`config.mk`:
```
export PLATFORM = sky130hd
export DESIGN_NAME = store_queue
export DESIGN_NICKNAME = d
export VERILOG_FILES = /design/src/rtl/store_queue.sv
export SDC_FILE = /design/constraint.sdc
export NUM_CORES = 1
export LEC_CHECK = 0
export ABC_AREA = 1
export ABC_CLOCK_PERIOD_IN_PS = 4100
export BUFFER_PORTS_ARGS = -buffer_cell sky130_fd_sc_hd__buf_2
export CAP_MARGIN = 5
export CORE_MARGIN = 10
export CORE_UTILIZATION = 55
export DETAILED_ROUTE_END_ITERATION = 16
export HOLD_SLACK_MARGIN = 0.02
export PLACE_DENSITY = 0.78
export REMOVE_ABC_BUFFERS = 1
export SETUP_SLACK_MARGIN = 0.5
export SYNTH_ARGS = -nofsm -noshare
export SYNTH_HDL_FRONTEND = slang
export SYNTH_SLANG_ARGS = --single-unit
```
`constraint.sdc`:
```
create_clock -name clk -period 4.1 [get_ports clk]
set_clock_uncertainty 0.1 [all_clocks]
set_input_delay 0.205 -clock clk [delete_from_list [all_inputs] [get_ports clk]]
set_output_delay 0.205 -clock clk [all_outputs]
set_load 0.005 [all_outputs]
```
`src/rtl/store_queue.sv`:
```
// store_queue: in-order pending-store buffer between execute and the memory
// write port. Entries drain oldest-first, and a combinational overlap check
// flags any 4-byte load that touches bytes of a not-yet-committed store.
module store_queue #(
   parameter int DEPTH = 4,
   parameter int CNT_W = $clog2(DEPTH) + 1
) (
   input  logic             clk,
   input  logic             reset,
   input  logic             enq_valid,
   output logic             enq_ready,
   input  logic [31:0]      enq_addr,
   input  logic [3:0]       enq_width,
   input  logic [31:0]      enq_data,
   input  logic             drain_en,
   output logic             mem_write_en,
   output logic [3:0]       mem_write_width,
   output logic [31:0]      mem_addr_write,
   output logic [31:0]      mem_write_data,
   input  logic [31:0]      ld_addr,
   output logic             ld_hazard,
   output logic             enq_error,
   output logic [CNT_W-1:0] count
);
   localparam int PTR_W = $clog2(DEPTH);

   typedef struct packed {
      logic [31:0] addr;
      logic [3:0]  width;
      logic [31:0] data;
   } entry_t;

   entry_t           sq_mem [DEPTH];
   logic [PTR_W-1:0] head, tail;
   logic             enq_fire, enq_ok, enq_push, deq_pop;
   logic [DEPTH-1:0] hit;

   // Full check uses registered count only, so a drain never frees a slot
   // for an enqueue in the same cycle.
   assign enq_ready = (count != CNT_W'(DEPTH));
   assign enq_fire  = enq_valid && enq_ready;
   assign enq_ok    = (enq_width == 4'd1) ||
                      (enq_width == 4'd2 && !enq_addr[0]) ||
                      (enq_width == 4'd4 && enq_addr[1:0] == 2'b00);
   assign enq_push  = enq_fire && enq_ok;
   assign deq_pop   = mem_write_en;

   assign mem_write_en    = drain_en && (count != '0);
   assign mem_write_width = sq_mem[head].width;
   assign mem_addr_write  = sq_mem[head].addr;
   assign mem_write_data  = sq_mem[head].data;

   // Pointers, occupancy and the one-cycle error flag for rejected requests.
   always_ff @(posedge clk or posedge reset) begin
      if (reset) begin
         head      <= '0;
         tail      <= '0;
         count     <= '0;
         enq_error <= 1'b0;
      end else begin
         if (enq_push) tail <= tail + 1'b1;
         if (deq_pop)  head <= head + 1'b1;
         count     <= count + CNT_W'(enq_push) - CNT_W'(deq_pop);
         enq_error <= enq_fire && !enq_ok;
      end
   end

   // Entry payloads are never reset; validity comes from head/count.
   always_ff @(posedge clk) begin
      if (enq_push) sq_mem[tail] <= '{addr: enq_addr, width: enq_width, data: enq_data};
   end

   // Per-entry overlap of [addr, addr+width) with [ld_addr, ld_addr+4),
   // done in 33 bits so range ends near 2^32 never wrap.
   for (genvar i = 0; i < DEPTH; i++) begin : g_haz
      logic [PTR_W-1:0] offset;
      logic             live;
      logic [32:0]      s_lo, s_hi, l_lo, l_hi;
      assign offset = PTR_W'(i) - head;
      assign live   = CNT_W'(offset) < count;
      assign s_lo   = {1'b0, sq_mem[i].addr};
      assign s_hi   = s_lo + 33'(sq_mem[i].width);
      assign l_lo   = {1'b0, ld_addr};
      assign l_hi   = l_lo + 33'd4;
      assign hit[i] = live && (s_lo < l_hi) && (l_lo < s_hi);
   end

   assign ld_hazard = |hit;

endmodule

```
# [Word-level counts from Yosys, hierarchy flattened]
# Memories as Yosys holds them, arrays and structs flattened.
# Index checks and enable logic that the tools add are counted.
[word_totals] ramBits=272 output_inout_bits=75 mem_count=1 register_bits=8
[op_classes] add_sub_neg=13 eq_ne=4 n_reduce_logical=21 magnitude_cmp=12 muxes=2
[mem_list] memory="sq_mem" words=4 width=68 rd=5 rd_clocked_by_memory_dff=0 wr=1 line_no="33" text="entry_t sq_mem [DEPTH];"
[ops] cell="32-bit by 33-bit less-than comparator with 1-bit output" count=8
[ops] cell="32-bit by 4-bit adder with 33-bit output" count=4
[ops] cell="32-bit by 3-bit adder with 33-bit output (second input constant)" count=1
[ops] cell="1-bit logical AND" count=14
[ops] cell="2-bit by 3-bit less-than comparator with 1-bit output" count=4
[ops] cell="2-bit by 1-bit adder with 2-bit output (second input constant)" count=2
[ops] cell="4-bit by 1-bit == test with 1-bit output (second input constant)" count=1
[ops] cell="4-bit by 2-bit == test with 1-bit output (second input constant)" count=1
[ops] cell="4-bit by 3-bit == test with 1-bit output (second input constant)" count=1
[ops] cell="4-bit OR reduction" count=1
[ops] cell="1-bit by 2-bit subtractor with 2-bit output (first input constant)" count=2
[ops] cell="2-bit subtractor (first input constant)" count=2
[ops] cell="3-bit by 1-bit adder with 3-bit output" count=1
[ops] cell="3-bit != test (second input constant)" count=1
[ops] cell="3-bit nonzero test" count=1
[ops] cell="3-bit by 1-bit subtractor with 3-bit output" count=1
[ops] cell="1-bit logical NOT" count=2
[ops] cell="2-bit logical NOT" count=1
[ops] cell="1-bit logical OR" count=2
[ops] cell="1-bit 2-to-1 mux" count=2

# [Longest topological paths before layout]
# Gate-level depths: netlist of the first run.
[logic_depth] word_depth=7 depth_mapped=25 ltp_nobuf=25

# [Least setup slack after synthesis of the first run]
# OpenSTA, ideal clock, no wires.
[synth_path] path_type="reg2reg" startpoint="register count[1]" endpoint="memory sq_mem[0][0] (netlist bit), enable pin" path_buffers=0 t_arrival_ns=3.810 path_stages_with_launch=5 setup_slack_ns=-0.304 setup_ns=0.495 path_cell_list="dfrtp_1 -> inv_1 -> nand3_1 -> nand3_1 -> nor2_1"
[synth_via] elab_chain_len=5
[synth_rtl] element="start, declared" line_no="23" text="output logic [CNT_W-1:0] count"
[synth_rtl] element="start signal, assigned" line_no="63" text="count <= count + CNT_W'(enq_push) - CNT_W'(deq_pop);"
[synth_rtl] element="3-bit != test" line_no="40" text="assign enq_ready = (count != CNT_W'(DEPTH));"
[synth_rtl] element="named net enq_ready" line_no="11" text="output logic enq_ready,"
[synth_rtl] element="1-bit logical AND" line_no="41" text="assign enq_fire = enq_valid && enq_ready;"
[synth_rtl] element="1-bit logical AND" line_no="45" text="assign enq_push = enq_fire && enq_ok;"
[synth_rtl] element="1-bit 2-to-1 mux" line_no="70" text="if (enq_push) sq_mem[tail] <= '{addr: enq_addr, width: enq_width, data: enq_data};"
[synth_rtl] element="1-bit 2-to-1 mux (implied by the code)" line_no="70"
[synth_rtl] element="end, declared" line_no="33"
# The timed path passes the listed nets, and every way through them passes these cells.

==> reports/summary.txt, run 1 <==
Die H: 210 um
total CTS buffers: 27
switching power: 0.00340 W
Leak: 10.3 nW
area delta synth->final: 22.0%
CP most frequent cell: nand2_1
initial antenna violation count: 1
kind of critical path: flip-flop to output port
most frequent cells in the layout: nand2_1, edfxtp_1, ha_1
H-tree depth: 1
combinational power share: 36.5%
synth top area cells: edfxtp_1, ha_1, nand2_1, xor2_1, nand3_1
Clock Sinks: 280
Slew headroom: 34.8%
CP arrival: 3790 ps
io pins: 179
R2R Setup Slk: 1770 ps
final instance area: 0.0243 sq mm
Yosys top cell by area: edfxtp_1
Total GRT Usage: 31.1%
Tightest Pin Transition: 978 ps
CP Data Required Time: 3800 ps
vias in the first global route: 18003
power density cells: 385 mW/mm^2
Placed Area: 0.0219 sq mm
IO buf count: 178
Slew Limit Fails: 0
Crit Path Max Fanout: 3
Die X: 210 um
status: complete, no violations
Mapped Area: 0.0199 sq mm
hold crit path type: input port to asynchronous set/reset pin
Yosys cell types: 50
Core Rows: 69
CORE AREA: 0.0357 sq mm
post-detailed-route wirelength per cell: 23.6 um
EDFF count, synth: 272
worst skew pair latency: 540 ps
Post-Syn Instances: 2150
Startpoint Class: flip-flop
drt drc: 0
largest net degree at the start of global routing: 69
global-route wire length before repair: 106000 um
Filler cells: 2769
CTS clk-pin slew, worst paths: 70 ps
Crit path max-delay family: simple AND/OR/NAND/NOR gates
starting density of the core: 55.9%
Final HPWL DP: 54100 um
CTS tree: yes
top-area cell type share of the netlist area: 41.0%
max-cap violation count: 0
most common library cell in the layout ignoring fill and taps: nand2_1
internal cell power: 0.00595 W
synth warn: 0
RSZ-0062 raised after global routing: true
Slowest-stage cell, CP: edfxtp_1
residual overflow from global routing: 0
ratio of final minimum period to clock period: 100%
share of total power in the clock network: 26.8%
CP Buf/Inv Count: 3
Async SR Flop Fraction: 2.86%
layout cell share with drive strength beyond 1: 17.9%
vias per cell: 6.08
via count: 18170
fmax: 0.244 GHz
final hold vios: 0
Core Util, Final: 68.2%
Die ar.: 0.0443 sq mm
minimum clock period: 4100 ps
Mapped Avg Cell Area: 9.27 sq um
antenna-violating nets left: 0
fin nets: 2892
Detailed Route WL: 70600 um
switching share of power: 36.4%
Synth Register Bits: 280
Crit path largest cell delay: 420 ps
RePlAce Congestion: 1.03
CTS Buffer Depth: 3
DRT Pass-1 Iters: 8
VDD IR-drop max: 0.604 mV
Worst setup EP type: output port
CP Cell Sequence: ha_2 -> fa_2 -> nand2_1 -> nand2_2 -> and2_4 -> nand3_4 -> nor2_4 -> nand3_4 -> nor3_4 -> nand3_2 -> xor2_1 -> ha_1 -> a21oi_1 -> nand3b_1 -> nand2_1 -> clkinv_1 -> nand2_1 -> nor2_1 -> nand3_1 -> nand2_1 -> inv_1 -> nand2_1 -> buf_2
DR iter-0 viols: 2154
Finish-stage setup viols: 0
Root Driver: clkbuf_16
sequential-to-total area share from yosys stat: 42.0%
ys flop type: edfxtp_1
fraction of power consumed by sequential logic: 36.7%
-- flip-flops by register name, summed over array words and instances, names as in the netlist --
register   flops
enq_error      1
count          3
sq_mem       272
tail           2
head           2
-- cells by family (layout without fill, tap and decap cells) --
| logic type | count (synthesis) | in the layout | share of synthesized area [%] |
|---|---|---|---|
| xor gates and xnor gates | 142 | 142 | 6.24 |
| other | 0 | 2 | 0 |
| adders and majority gates | 280 | 280 | 17.8 |
| and+or+nand+nor | 962 | 962 | 21.6 |
| DFF | 280 | 280 | 42.0 |
| AOI/OAI and AO/OA | 281 | 281 | 8.54 |
| buffers and inverters | 205 | 581 | 3.92 |
-- final cells by class --
cell class              count  area [sq um]  area share [%]
well taps                 461           577            2.37
inverters                 169           634            2.61
diodes                      2          5.00          0.0206
multi-input cells        1665         11300            46.4
clock inverters            20           203           0.833
flip-flops and latches    280          8370            34.4
repair buffers            365          2580            10.6
clock buffers              27           676            2.78
-- stage by stage --
stage / total power [W] / worst slack (ps) / std cells / setup TNS [ps] / hold slack, ps
after detailed placement: 0.00671 / 249 / 2822 / 0 / 62.1
after floorplan: 0.00514 / -1050 / 2114 / -87660 / -79.3
final: 0.00936 / 0.280 / 2989 / 0 / 72.0
after global placement: 0.00665 / 338 / 2822 / 0 / 54.0
after CTS: 0.00928 / 66.5 / 2976 / 0 / 44.1
after global routing: 0.00977 / -244 / 2988 / -244 / 83.3
-- cell usage after synthesis (7+ instances only) --
library cell / n
edfxtp_1: 272
nand4_1: 49
ha_1: 275
o21a_1: 7
nor2_2: 8
o221ai_1: 12
nor4_1: 13
nand2_1: 452
nor3_1: 37
nor2_1: 176
dfrtp_1: 8
a22oi_1: 69
xnor2_1: 35
a21oi_1: 119
inv_1: 165
xor2_1: 107
o21ai_0: 50
nand3_1: 184
clkbuf_1: 30
-- repair_timing --
action                                 4_1_cts  5_1_grt
setup endpoints to repair                    1        1
hold buffers                                71        0
setup buffers                               36       11
gates resized for setup                     80       14
cloned                                       0        0
pin swaps                                   39       16
endpoints found under the hold margin      283        0
-- power by group through the flow --
stage / Clock (W) / Sequential (W) / Combinational, W
global route: 0.00264 / 0.00344 / 0.00368
floorplan: 0 / 0.00353 / 0.00161
detailed placement: 0 / 0.00349 / 0.00323
finish: 0.00251 / 0.00344 / 0.00341
CTS: 0.00251 / 0.00343 / 0.00334
global placement: 0 / 0.00348 / 0.00316
-- per-layer routing --
metal / part of all wire, % / track usage [%] / vias to the layer above
met5: 0 / 0 / -
li1: - / - / 8371
met3: 12 / 5.53 / 125
met2: 45 / 49.0 / 1016
met4: 2.5 / 8.44 / 0
met1: 41 / 43.4 / 8658
-- worst min-delay path, delay by kind of cell --
kind                   cells  cell delay, ps
buffers and inverters      3             900
-- final timing paths --
check / start / to / depth (start not counted)
max: sq_mem[0][32]$_DFFE_PP_ / ld_hazard / 23
min: reset / count[1]$_DFF_PP0_ / 3
max reg2reg: count[1]$_DFF_PP0_ / count[2]$_DFF_PP0_ / 8
min reg2reg: tail[1]$_DFFE_PP0P_ / tail[1]$_DFFE_PP0P_ / 2
max in group asynchronous: reset / head[0]$_DFFE_PP0P_ / 3
min in group clk: enq_data[16] / sq_mem[0][16]$_DFFE_PP_ / 2
No activity file was read; power rests on OpenSTA's default activity.
==> run 2: changes to the inputs <==
ABC_CLOCK_PERIOD_IN_PS = 4200   (was 4100)
CORE_UTILIZATION = 61   (was 55)
PLACE_DENSITY = 0.81   (was 0.78)
clock period = 4.2 ns   (was 4.1 ns; I/O delays follow)
==> reports/summary.txt, run 2 (synthesis results as in run 1) <==
status: complete, no violations (unchanged)
DRT Pass-1 Iters: 7 (was 8)
ratio of final minimum period to clock period: 99.0%
VDD IR-drop max: 0.469 mV (was 0.604 mV)
io pins: 179 (unchanged)
worst hold slack: 83.7 ps (was 72.0 ps)
hold crit path type: input port to asynchronous set/reset pin (unchanged)
IO buf count: 178 (unchanged)
Die H: 201 um (was 210 um)
area delta synth->final: 20.7% (was 22.0%)
CTS Buffer Depth: 3 (unchanged)
Total GRT Usage: 33.5% (was 31.1%)
most common library cell in the layout ignoring fill and taps: nand2_1 (unchanged)
Crit path max-delay family: simple AND/OR/NAND/NOR gates (unchanged)
Core Rows: 66 (was 69)
RePlAce Congestion: 1.04 (was 1.03)
Slew headroom: 36.1% (was 34.8%)
RSZ-0062 raised after global routing: true (unchanged)
top flop regs: sq_mem x272, count x3 (unchanged)
Startpoint Class: flip-flop (unchanged)
kind of critical path: flip-flop to output port (unchanged)
post-detailed-route wirelength per cell: 23.8 um (was 23.6 um)
antenna-violating nets left: 0 (unchanged)
CORE AREA: 0.0324 sq mm (was 0.0357 sq mm)
residual overflow from global routing: 0 (unchanged)
Filler cells: 2267 (was 2769)
DR iter-0 viols: 2047 (was 2154)
R2R depth: 8 (unchanged)
Power Total: 0.00922 W (was 0.00936 W)
Slew Limit Fails: 0 (unchanged)
CP arrival: 3850 ps (was 3790 ps)
CTS tree: yes (unchanged)
Finish-stage setup viols: 0 (unchanged)
final hold vios: 0 (unchanged)
Clock Sinks: 280 (unchanged)
Core Util, Final: 74.3% (was 68.2%)
most frequent cells in the layout: nand2_1, edfxtp_1, ha_1 (unchanged)
Largest register FFs: 272 (unchanged)
Tightest Pin Transition: 959 ps (was 978 ps)
WP depth: 22 (was 23)
Cell Count, Final, Fillers Out: 2944 (was 2989)
post-route setup slack: 43.4 ps (was 0.280 ps)
CTS clk-pin slew, worst paths: 60 ps (was 70 ps)
Worst setup EP type: output port (unchanged)
minimum clock period: 4160 ps
Detailed Route WL: 70200 um (was 70600 um)
CP Cell Sequence: ha_1 -> nand3_1 -> nand2_1 -> nand2_2 -> a21oi_4 -> buf_6 -> nand3_4 -> or3_4 -> xor2_1 -> ha_1 -> nand2_1 -> inv_1 -> nand3_1 -> nor3_1 -> nand2_1 -> nand2_2 -> nand2_1 -> nand3_1 -> nand2_1 -> inv_1 -> nand2_1 -> buf_2 (was ha_2 -> fa_2 -> nand2_1 -> nand2_2 -> and2_4 -> nand3_4 -> nor2_4 -> nand3_4 -> nor3_4 -> nand3_2 -> xor2_1 -> ha_1 -> a21oi_1 -> nand3b_1 -> nand2_1 -> clkinv_1 -> nand2_1 -> nor2_1 -> nand3_1 -> nand2_1 -> inv_1 -> nand2_1 -> buf_2)
via count: 18369 (was 18170)
worst skew pair latency: 560 ps (was 540 ps)
vias in the first global route: 18107 (was 18003)
CP Buf/Inv Count: 4 (was 3)
Final HPWL DP: 51300 um (was 54100 um)
global-route wire length before repair: 105000 um (was 106000 um)
Root Driver: clkbuf_16 (unchanged)
max-cap violation count: 0 (unchanged)
Multi-input gate area: 0.0113 sq mm (about the same)
Placed Cells: 2772 (was 2822)
CP most frequent cell: nand2_1 (unchanged)
starting density of the core: 61.6% (was 55.9%)
vias per cell: 6.24 (was 6.08)
Die ar.: 0.0403 sq mm (was 0.0443 sq mm)
largest net degree at the start of global routing: 69 (unchanged)
fmax: 0.241 GHz
Crit path largest cell delay: 430 ps (was 420 ps)
Slowest-stage cell, CP: edfxtp_1 (unchanged)
power density cells: 383 mW/mm^2 (was 385 mW/mm^2)
layout cell share with drive strength beyond 1: 16.9% (was 17.9%)
fin nets: 2864 (was 2892)
Crit Path Max Fanout: 4 (was 3)
CP Data Required Time: 3890 ps (was 3800 ps)
Leak: 10.2 nW (was 10.3 nW)
initial antenna violation count: 2 (was 1)
pre-CTS setup slack: 300 ps (was 249 ps)
Biggest register: sq_mem (unchanged)
drt drc: 0 (unchanged)
total CTS buffers: 29 (was 27)
Die X: 201 um (was 210 um)
register area: 0.00837 sq mm (unchanged)
H-tree depth: 1 (unchanged)
[run 2: layer usage]
layer | share of wire [%] | routed length (um) | global-route usage [%] | up-vias
met5 | 0 | 0 | 0 | -
met4 | 3.0 | 2120 | 9.76 | 0
met3 | 12 | 8180 | 6.26 | 144
met2 | 46 | 32200 | 54.0 | 1147
met1 | 39 | 27700 | 45.1 | 8779
li1 | - | - | - | 8299
[run 2: cell type report]
type | count | share of cell area [%]
antenna | 2 | 0.0208
clock buffer | 37 | 3.14
clock inverter | 14 | 0.598
inverter | 169 | 2.64
multi-input combinational | 1665 | 46.8
sequential | 280 | 34.8
tap | 442 | 2.30
timing repair buffer | 335 | 9.72
[run 2: worst paths after layout]
path / start / to / slack [ps]
max: sq_mem[0][37]$_DFFE_PP_ / ld_hazard / 40
min: reset / count[0]$_DFF_PP0_ / 80
max reg2reg: count[1]$_DFF_PP0_ / count[1]$_DFF_PP0_ / 1770
min reg2reg: tail[1]$_DFFE_PP0P_ / tail[1]$_DFFE_PP0P_ / 520
max in group asynchronous: reset / head[1]$_DFFE_PP0P_ / 3660
min in group clk: enq_data[5] / sq_mem[2][5]$_DFFE_PP_ / 300
[run 2: timing repair]
action	4_1_cts	5_1_grt
resized for setup	68	26
setup buffers	38	10
hold endpoints to repair	283	0
hold buffers	71	0
endpoints found under the setup margin	1	1
pin swaps	36	21
[run 2: worst register-to-register path, stage by stage, from the launching register on]
cell	delay (ps)
dfrtp_1	440
inv_1	160
a31oi_1	510
ha_1	330
inv_1	60
ha_1	130
inv_1	50
fa_1	500
inv_1	40
[run 2: metrics by stage]
stage | area, sq um | setup TNS (ps)
floorplan | 19800 | -58030
global placement | 21700 | 0
detailed placement | 21700 | 0
CTS | 23900 | 0
global route | 24100 | -137
finish | 24100 | 0
[run 2: where the power goes]
| group | leakage, nW | internal [W] | switching [W] |
|---|---|---|---|
| registers | 2.54 | 0.00320 | 0.000169 |
| clock network | 0.437 | 0.00140 | 0.00109 |
| logic | 7.21 | 0.00118 | 0.00217 |
| total | 10.2 | 0.00579 | 0.00343 |
